### src/rtl/cfg_pkg.sv
`default_nettype none
// cfg_pkg: shared state encoding, block ids and record constants for the PE tile configuration loader.
package cfg_pkg;

   localparam logic [2:0] ST_IDLE_ENC     = 3'd0;
   localparam logic [2:0] ST_ASSEMBLE_ENC = 3'd1;
   localparam logic [2:0] ST_ISSUE_ENC    = 3'd2;
   localparam logic [2:0] ST_GAP_ENC      = 3'd3;
   localparam logic [2:0] ST_DONE_ENC     = 3'd4;

   typedef enum logic [2:0] {
      ST_IDLE     = ST_IDLE_ENC,
      ST_ASSEMBLE = ST_ASSEMBLE_ENC,
      ST_ISSUE    = ST_ISSUE_ENC,
      ST_GAP      = ST_GAP_ENC,
      ST_DONE     = ST_DONE_ENC
   } state_t;

   localparam logic [15:0] BLK_COMPUTE = 16'd4;
   localparam logic [15:0] BLK_CB1     = 16'd5;
   localparam logic [15:0] BLK_CB0     = 16'd6;
   localparam logic [15:0] BLK_SB      = 16'd7;

   localparam logic [31:0] IDLE_ADDR_DEF = 32'hFFFF_FFFF;
   localparam logic [31:0] END_ADDR_DEF  = 32'hFFFF_FFFE;

   localparam int RECORD_BYTES = 8;

   function automatic logic [31:0] cfg_addr(input logic [15:0] block_id, input logic [15:0] tile_id);
      return {block_id, tile_id};
   endfunction

endpackage
`default_nettype wire

### src/rtl/config_record_assembler.sv
`default_nettype none
// config_record_assembler: collects bytes of one record; the final byte is forwarded
// combinationally so the loader can latch the complete record on the accepting edge.
module config_record_assembler
   import cfg_pkg::*;
(
   input  logic        clk,
   input  logic        reset,
   input  logic        clear,
   input  logic        accept,
   input  logic [7:0]  in_data,
   output logic [31:0] rec_addr,
   output logic [31:0] rec_data,
   output logic        record_full
);

   localparam int              IDX_W    = $clog2(RECORD_BYTES);
   localparam logic [IDX_W-1:0] LAST_IDX = IDX_W'(RECORD_BYTES - 1);

   logic [IDX_W-1:0]                idx;
   logic [8*(RECORD_BYTES-1)-1:0]   shreg;

   always_ff @(posedge clk) begin
      if (reset || clear) begin
         idx   <= '0;
         shreg <= '0;
      end else if (accept) begin
         for (int i = 0; i < RECORD_BYTES - 1; i++) begin
            if (idx == IDX_W'(i)) shreg[i*8 +: 8] <= in_data;
         end
         idx <= (idx == LAST_IDX) ? '0 : idx + 1'b1;
      end
   end

   assign record_full          = accept && (idx == LAST_IDX);
   assign {rec_data, rec_addr} = {in_data, shreg};

endmodule
`default_nettype wire

### src/rtl/config_loader.sv
`default_nettype none
// config_loader: turns a byte stream of 8-byte records into timed writes on the shared
// tile configuration bus, parking the bus on IDLE_ADDR between records.
module config_loader
   import cfg_pkg::*;
#(
   parameter int unsigned HOLD_CYCLES = 1,
   parameter int unsigned GAP_CYCLES  = 1,
   parameter logic [31:0] IDLE_ADDR   = IDLE_ADDR_DEF,
   parameter logic [31:0] END_ADDR    = END_ADDR_DEF
)(
   input  logic        clk,
   input  logic        reset,
   input  logic        start,
   input  logic [7:0]  in_data,
   input  logic        in_valid,
   output logic        in_ready,
   output logic [31:0] config_addr,
   output logic [31:0] config_data,
   output logic        busy,
   output logic        done,
   output logic        error,
   output logic [15:0] record_count
);

   state_t      state;
   logic        accept;
   logic        load_start;
   logic        record_full;
   logic        hold_last;
   logic        gap_last;
   logic [31:0] rec_addr;
   logic [31:0] rec_data;

   assign accept     = in_valid & in_ready;
   assign load_start = start && (state == ST_IDLE || state == ST_DONE);

   config_record_assembler u_assembler (
      .clk         (clk),
      .reset       (reset),
      .clear       (load_start),
      .accept      (accept),
      .in_data     (in_data),
      .rec_addr    (rec_addr),
      .rec_data    (rec_data),
      .record_full (record_full)
   );

   // Counters only exist when the phase lasts more than one cycle.
   generate
      if (HOLD_CYCLES > 1) begin : g_hold_cnt
         localparam int HW = $clog2(HOLD_CYCLES);
         logic [HW-1:0] hold_cnt;
         always_ff @(posedge clk) begin
            if (reset || state != ST_ISSUE) hold_cnt <= '0;
            else                            hold_cnt <= hold_cnt + 1'b1;
         end
         assign hold_last = (hold_cnt == HW'(HOLD_CYCLES - 1));
      end else begin : g_hold_none
         assign hold_last = 1'b1;
      end
   endgenerate

   generate
      if (GAP_CYCLES > 1) begin : g_gap_cnt
         localparam int GW = $clog2(GAP_CYCLES);
         logic [GW-1:0] gap_cnt;
         always_ff @(posedge clk) begin
            if (reset || state != ST_GAP) gap_cnt <= '0;
            else                          gap_cnt <= gap_cnt + 1'b1;
         end
         assign gap_last = (gap_cnt == GW'(GAP_CYCLES - 1));
      end else begin : g_gap_none
         assign gap_last = 1'b1;
      end
   endgenerate

   always_ff @(posedge clk) begin
      if (reset) begin
         state        <= ST_IDLE;
         config_addr  <= IDLE_ADDR;
         config_data  <= '0;
         in_ready     <= 1'b0;
         busy         <= 1'b0;
         done         <= 1'b0;
         error        <= 1'b0;
         record_count <= '0;
      end else begin
         case (state)
            ST_IDLE, ST_DONE: begin
               if (load_start) begin
                  state        <= ST_ASSEMBLE;
                  in_ready     <= 1'b1;
                  busy         <= 1'b1;
                  done         <= 1'b0;
                  error        <= 1'b0;
                  record_count <= '0;
               end else if (in_valid) begin
                  error <= 1'b1;
               end
            end
            ST_ASSEMBLE: begin
               if (record_full) begin
                  in_ready <= 1'b0;
                  // The terminator record is consumed but never placed on the bus.
                  if (rec_addr == END_ADDR) begin
                     state <= ST_DONE;
                     done  <= 1'b1;
                     busy  <= 1'b0;
                  end else begin
                     state       <= ST_ISSUE;
                     config_addr <= rec_addr;
                     config_data <= rec_data;
                     if (record_count != 16'hFFFF) record_count <= record_count + 16'd1;
                  end
               end
            end
            ST_ISSUE: begin
               if (hold_last) begin
                  config_addr <= IDLE_ADDR;
                  config_data <= '0;
                  if (GAP_CYCLES == 0) begin
                     state    <= ST_ASSEMBLE;
                     in_ready <= 1'b1;
                  end else begin
                     state <= ST_GAP;
                  end
               end
            end
            ST_GAP: begin
               if (gap_last) begin
                  state    <= ST_ASSEMBLE;
                  in_ready <= 1'b1;
               end
            end
            default: begin
               state    <= ST_IDLE;
               in_ready <= 1'b0;
               busy     <= 1'b0;
            end
         endcase
      end
   end

endmodule
`default_nettype wire

### config.mk
export PLATFORM = sky130hd
export DESIGN_NAME = config_loader
export DESIGN_NICKNAME = d
export VERILOG_FILES = /design/src/rtl/cfg_pkg.sv /design/src/rtl/config_record_assembler.sv /design/src/rtl/config_loader.sv
export SDC_FILE = /design/constraint.sdc
export NUM_CORES = 1
export LEC_CHECK = 0
export BUFFER_PORTS_ARGS = -buffer_cell sky130_fd_sc_hd__buf_4
export CAP_MARGIN = 10
export CELL_PAD_IN_SITES_DETAIL_PLACEMENT = 2
export CELL_PAD_IN_SITES_GLOBAL_PLACEMENT = 2
export CORE_MARGIN = 8
export CORE_UTILIZATION = 36
export CTS_CLUSTER_SIZE = 10
export DETAILED_ROUTE_END_ITERATION = 8
export MAX_ROUTING_LAYER = met4
export PLACE_DENSITY_LB_ADDON = 0.1
export SYNTH_ARGS = -nofsm -noshare
export SYNTH_HDL_FRONTEND = slang
export SYNTH_SLANG_ARGS = --single-unit
### constraint.sdc
create_clock -name clk -period 5.4 [get_ports clk]
set_clock_uncertainty 0.2 [all_clocks]
set_input_delay 1.08 -clock clk [delete_from_list [all_inputs] [get_ports clk]]
set_output_delay 1.08 -clock clk [all_outputs]
set_load 0.03 [all_outputs]
# Word level (Yosys, flattened, before mapping)
# Index checks and enable logic that the tools add are counted.
[op_classes]
n_addsub = 2
n_mul = 0
div = 0
n_lt_le_gt_ge = 0
n_eq_ne = 18
shifts = 0
muxes = 28
bitwise = 3
reduce_logical = 25
[op_table]
columns = ["operator", "n"]
rows = [
  ["2-to-1 mux 32 bit", 4],
  ["one-hot mux 32 bit (2 select lines)", 2],
  ["2-to-1 mux 16 bit", 4],
  ["== test 32 bit (second input constant)", 1],
  ["one-hot mux 16 bit (2 select lines)", 1],
  ["AND reduction 2 bit", 9],
  ["adder 16 x 1 -> 16 bit (second input constant)", 1],
  ["inequality test 16 bit (second input constant)", 1],
  ["== test 3 bit (second input constant)", 5],
  ["== test 3 x 2 -> 1 bit (second input constant)", 4],
  ["2-to-1 mux 3 bit", 4],
  ["one-hot mux 3 bit (4 select lines)", 1],
  ["2-to-1 mux 1 bit", 9],
  ["inequality test 2 bit (second input constant)", 4],
  ["AND reduction 4 bit", 2],
  ["== test 3 x 1 -> 1 bit (second input constant)", 2],
  ["logical NOT 3 bit", 2],
  ["AND reduction 3 bit", 2],
  ["nonzero test 2 bit", 3],
  ["AND reduction 5 bit", 1],
  ["one-hot mux 1 bit (4 select lines)", 1],
  ["OR reduction 2 bit", 2],
  ["adder 3 x 1 -> 3 bit (second input constant)", 1],
  ["one-hot mux 1 bit (3 select lines)", 1],
  ["6 further kinds", 9],
]
[totals]
ff_bits = 146
latchBits = 0
ramBits = 0
romBits = 0
input_bits = 12
output_inout_bits = 84
wordCells = 92
n_memories = 0

# Longest topological paths before layout
[logic_depth]
depth_word = 5
depth_mapped = 9
ltp_nobuf = 7

# By module
# Synthesis repeated with hierarchy kept, for this count alone.
[unflattened]
cells_unflattened = 613
area_unflattened_um2 = 6339.8
[by_module_without_submodules]
columns = ["module", "n_inst", "cells_each", "area_each_um2", "seq_area_each_um2"]
rows = [
  ["config_loader", 1, 363, 3570.9, 1741.7],
  ["config_record_assembler", 1, 250, 2768.9, 1181.1],
]

# Worst setup path before layout
# Ideal clock, no wire load.
[synth_path]
path_type = "in2reg"
start = "input in_valid"
end = "register config_addr[10]"
setup_time_ps = 122
arrival_time_ps = 2193
required_ps = 5078
setup_slack_ps = 2885
stages = 8
n_path_buf = 3
path_cell_list = "clkbuf_1 and3_1 nand2_2 a21oi_2 buf_4 buf_6 o32ai_1 nand2b_1"
[synth_via]
elab_chain_cells = 4
[synth_rtl]
columns = ["item", "line_no", "text"]
rows = [
  ["start: declaration", "config_loader.sv:16", "input logic in_valid,"],
  ["bitwise AND 1 bit", "config_loader.sv:35", "assign accept = in_valid & in_ready;"],
  ["logical AND 1 bit", "config_record_assembler.sv:35", "assign record_full = accept && (idx == LAST_IDX);"],
  ["inequality test 2 bit (no line)", "n/a", ""],
  ["AND reduction 3 bit (no line)", "n/a", ""],
  ["end signal: assignment", "config_loader.sv:112", "config_addr <= rec_addr;"],
  ["end: declaration", "config_loader.sv:18", "output logic [31:0] config_addr,"],
]
# No other way between the ends.
# A chain may end at the register's enable or synchronous reset.

# Worst setup path in the final report
[layout_path]
start = "register u_assembler.idx[0]"
end = "register config_data[16]"
[layout_via]
elab_chain_cells = 4
[layout_rtl]
columns = ["item", "line_no", "text"]
rows = [
  ["start: declaration", "config_record_assembler.sv:20", "logic [IDX_W-1:0] idx;"],
  ["start signal: assignment", "config_record_assembler.sv:31", "idx <= (idx == LAST_IDX) ? '0 : idx + 1'b1;"],
  ["== test 3 bit", "config_record_assembler.sv:35", ""],
  ["logical AND 1 bit", "config_record_assembler.sv:35", ""],
  ["inequality test 2 bit (no line)", "n/a", ""],
  ["AND reduction 3 bit (no line)", "n/a", ""],
  ["end signal: assignment", "config_loader.sv:113", "config_data <= rec_data;"],
  ["end: declaration", "config_loader.sv:19", "output logic [31:0] config_data,"],
]
# No other way between the ends.

==> impl_metrics.json <==
{
  "crit_path_start_kind": "flop",
  "drt_iter0_drc": 262,
  "via_count": 5655,
  "netlist_area_mm2": 0.00601,
  "layout.nets": 794,
  "cts_setup_buffers": 0,
  "drv_cap": 0,
  "synth_top_area_cell": "dfxtp_1",
  "path_clk_slew_ns": 0.06,
  "crit_fanout": 33,
  "synth-compound-area-share_pct": 17.9,
  "die_h_um": 145,
  "r2r_cells": 8,
  "synthDistinctLibCells": 56,
  "synth_most_common_cell": "dfxtp_1",
  "clock_path_buffers": 2,
  "vdd_ir_drop_max_mv": 0.248,
  "p_per_area_mw_per_mm2": 325,
  "arrival_ns": 3.39,
  "synth_seq_cells": 146,
  "synth_edf_count": 0,
  "cts_root_buf": "clkbuf_16",
  "wl_per_cell_um": 21.0,
  "hold_class": "reg -> reg",
  "drtAntennaViolNets": 0,
  "overflow": 0,
  "ys_seq_area_share_pct": 48.6,
  "num_rows": 47,
  "endpoint_kind": "flop",
  "viasPerCell": 5.62,
  "grt_pass1_vias": 6258,
  "syn_to_final_growth_pct": 23.4,
  "whs_ns": 0.259,
  "hold_violations": 0,
  "coreArea_mm2": 0.0165,
  "drc": 0,
  "drv_slew": 0,
  "setup-tns-final_ns": 0,
  "whs_path_depth": 2,
  "die_w_um": 145,
  "fin_ws_ns": 2.16,
  "synth_top_family_by_area": "simple AND/OR/NAND/NOR gates",
  "fin_crit_sh_pct": 60.1,
  "grt_max_degree": 80,
  "worst_slew_pin_slew_ns": 1.25,
  "place_ws_ns": 1.66,
  "crit_required_ns": 5.54,
  "rsz0062_at_grt": "false",
  "async_reset_ff_share_pct": 0,
  "grt_pass1_wl_um": 34300,
  "io_pins": 96,
  "yosysWarnings": 0,
  "dieArea_mm2": 0.0211,
  "hold_buffers": 0,
  "muxShareOfSynthArea_pct": 1.67,
  "syn_area_per_cell_um2": 8.51,
  "leakagePower_nw": 2.63,
  "yosysTopAreaCellShare_pct": 48.6,
  "drive_gt1_share_pct": 19.8,
  "io_buffers": 95,
  "synth_ff_type": "dfxtp_1",
  "cts_sinks": 146,
  "clock_latency_ns": 0.42,
  "ctsHtreeMaxLevel": 4,
  "antenna_found_initial": 0,
  "critical_path_class": "reg -> reg",
  "fin_total_pwr_mw": 2.41,
  "synth_nets": 725,
  "status": "complete, no violations",
  "firstDrtPassIters": 4,
  "routed_wl_um": 21100,
  "cts_tree": "built",
  "slew_headroom_pct": 16.6,
  "synthCells": 706,
  "gp_congestion": 0.790,
  "fin_crit_ns": 3.24,
  "fmax_mhz": 308,
  "fillers": 1818,
  "synthTopCellsByArea": "dfxtp_1 (49%), nand2_1 (9.1%), a21oi_1 (8.2%)",
  "setup_viol": 0,
  "n_antenna_cell": 0,
  "dp_hpwl_um": 14600,
  "start_util_pct": 36.5,
  "cts_buffers": 17,
  "synthTopCellsByCount": "dfxtp_1 (146), nand2_1 (145), a21oi_1 (99), nand3_1 (47), clkbuf_1 (35)",
  "ctsResizeCount": 0,
  "synth_xor_xnor_area_share_pct": 0,
  "synthSimpleGateAreaFrac_pct": 26.4,
  "synthAdderAreaFrac_pct": 1.46,
  "grt_usage_pct": 20.6
}
==> cell usage in the layout (no fill, tap or decap), types with 2 or more instances in the layout <==
cell type | synthesis | routed
dfxtp_1 | 146 | 146
nand2_1 | 145 | 145
a21oi_1 | 99 | 99
buf_4 | 6 | 99
nand3_1 | 47 | 47
nor2_1 | 33 | 33
nand2b_1 | 34 | 33
o32ai_1 | 31 | 31
nand4_1 | 20 | 20
clkbuf_16 | 0 | 17
mux2i_1 | 10 | 10
o21ai_0 | 8 | 8
nor3_1 | 7 | 7
ha_1 | 7 | 7
a31oi_1 | 6 | 6
nor4_2 | 4 | 4
a41oi_1 | 4 | 4
clkbuf_8 | 0 | 4
inv_1 | 3 | 3
nand4b_1 | 3 | 3
and3_1 | 3 | 3
a311oi_1 | 3 | 3
a31o_2 | 3 | 3
a211oi_1 | 3 | 3
clkinv_2 | 0 | 3
clkinvlp_4 | 0 | 3
nand2_2 | 2 | 2
and2_1 | 2 | 2
nor3b_1 | 2 | 2
nand2b_2 | 1 | 2
a32oi_1 | 2 | 2
or4_1 | 2 | 2
and2_2 | 2 | 2
bufinv_16 | 0 | 2
==> sequential cells by signal, indices dropped and copies added, names as in the netlist <==
register / count
config_data: 32
error: 1
busy: 1
u_assembler.shreg: 56
u_assembler.idx: 3
record_count: 16
state: 3
config_addr: 32
done: 1
in_ready: 1
==> kinds of logic (layout without fill, tap and decap cells) <==
logic type                 count (synthesis)  count (layout)
adders and majority gates                  7               7
buffers and inverters                     53             133
AOI/OAI and AO/OA                        171             171
and+or+nand+nor                          319             319
DFF                                      146             146
muxes                                     10              10
==> where the power goes <==
group	internal [mW]	switching, mW
Sequential	1.09	0.0142
Clock	0.722	0.458
Combinational	0.0359	0.0934
==> metrics by stage <==
stage / util, % / cells / area [um^2]
floorplan: - / 706 / 6010
global placement: 41.4 / 975 / 6810
detailed placement: 41.4 / 975 / 6810
CTS: 44.9 / 1005 / 7400
global route: 45.0 / 1006 / 7410
finish: 45.0 / 1006 / 7410
==> layer usage <==
layer,GRT usage [%],share of wire [%],vias up
li1,-,-,2660
met1,23.2,43,2868
met2,36.2,52,101
met3,3.82,2.6,26
met4,7.03,1.9,0
met5,-,0,-
==> final cells by class <==
class,instances,area (um^2),share of cell area (%)
multi-input combinational,507,2860,38.6
inverter,3,11.3,0.152
clock buffer,21,480,6.48
clock inverter,9,106,1.43
tap,220,275,3.71
timing repair buffer,100,758,10.2
sequential,146,2920,39.4
==> final timing paths <==
check,from,end,slack (ns)
hold reg to reg,u_assembler.shreg[46],config_data[14],0.26
setup / recovery,u_assembler.idx[0],config_data[16],2.16
hold / removal,u_assembler.shreg[46],config_data[14],0.26
setup reg to reg,u_assembler.idx[0],config_data[16],2.16
==> worst max-delay path, cell delays in order (launching register included) <==
cell,delay (ns)
dfxtp_1,0.41
ha_1,0.24
ha_1,0.25
and3_1,0.24
nand2_2,0.40
a21oi_4,0.71
buf_4,0.42
nand2_1,0.13
a21oi_1,0.14
Note: power is estimated with default switching activity, not from simulation.
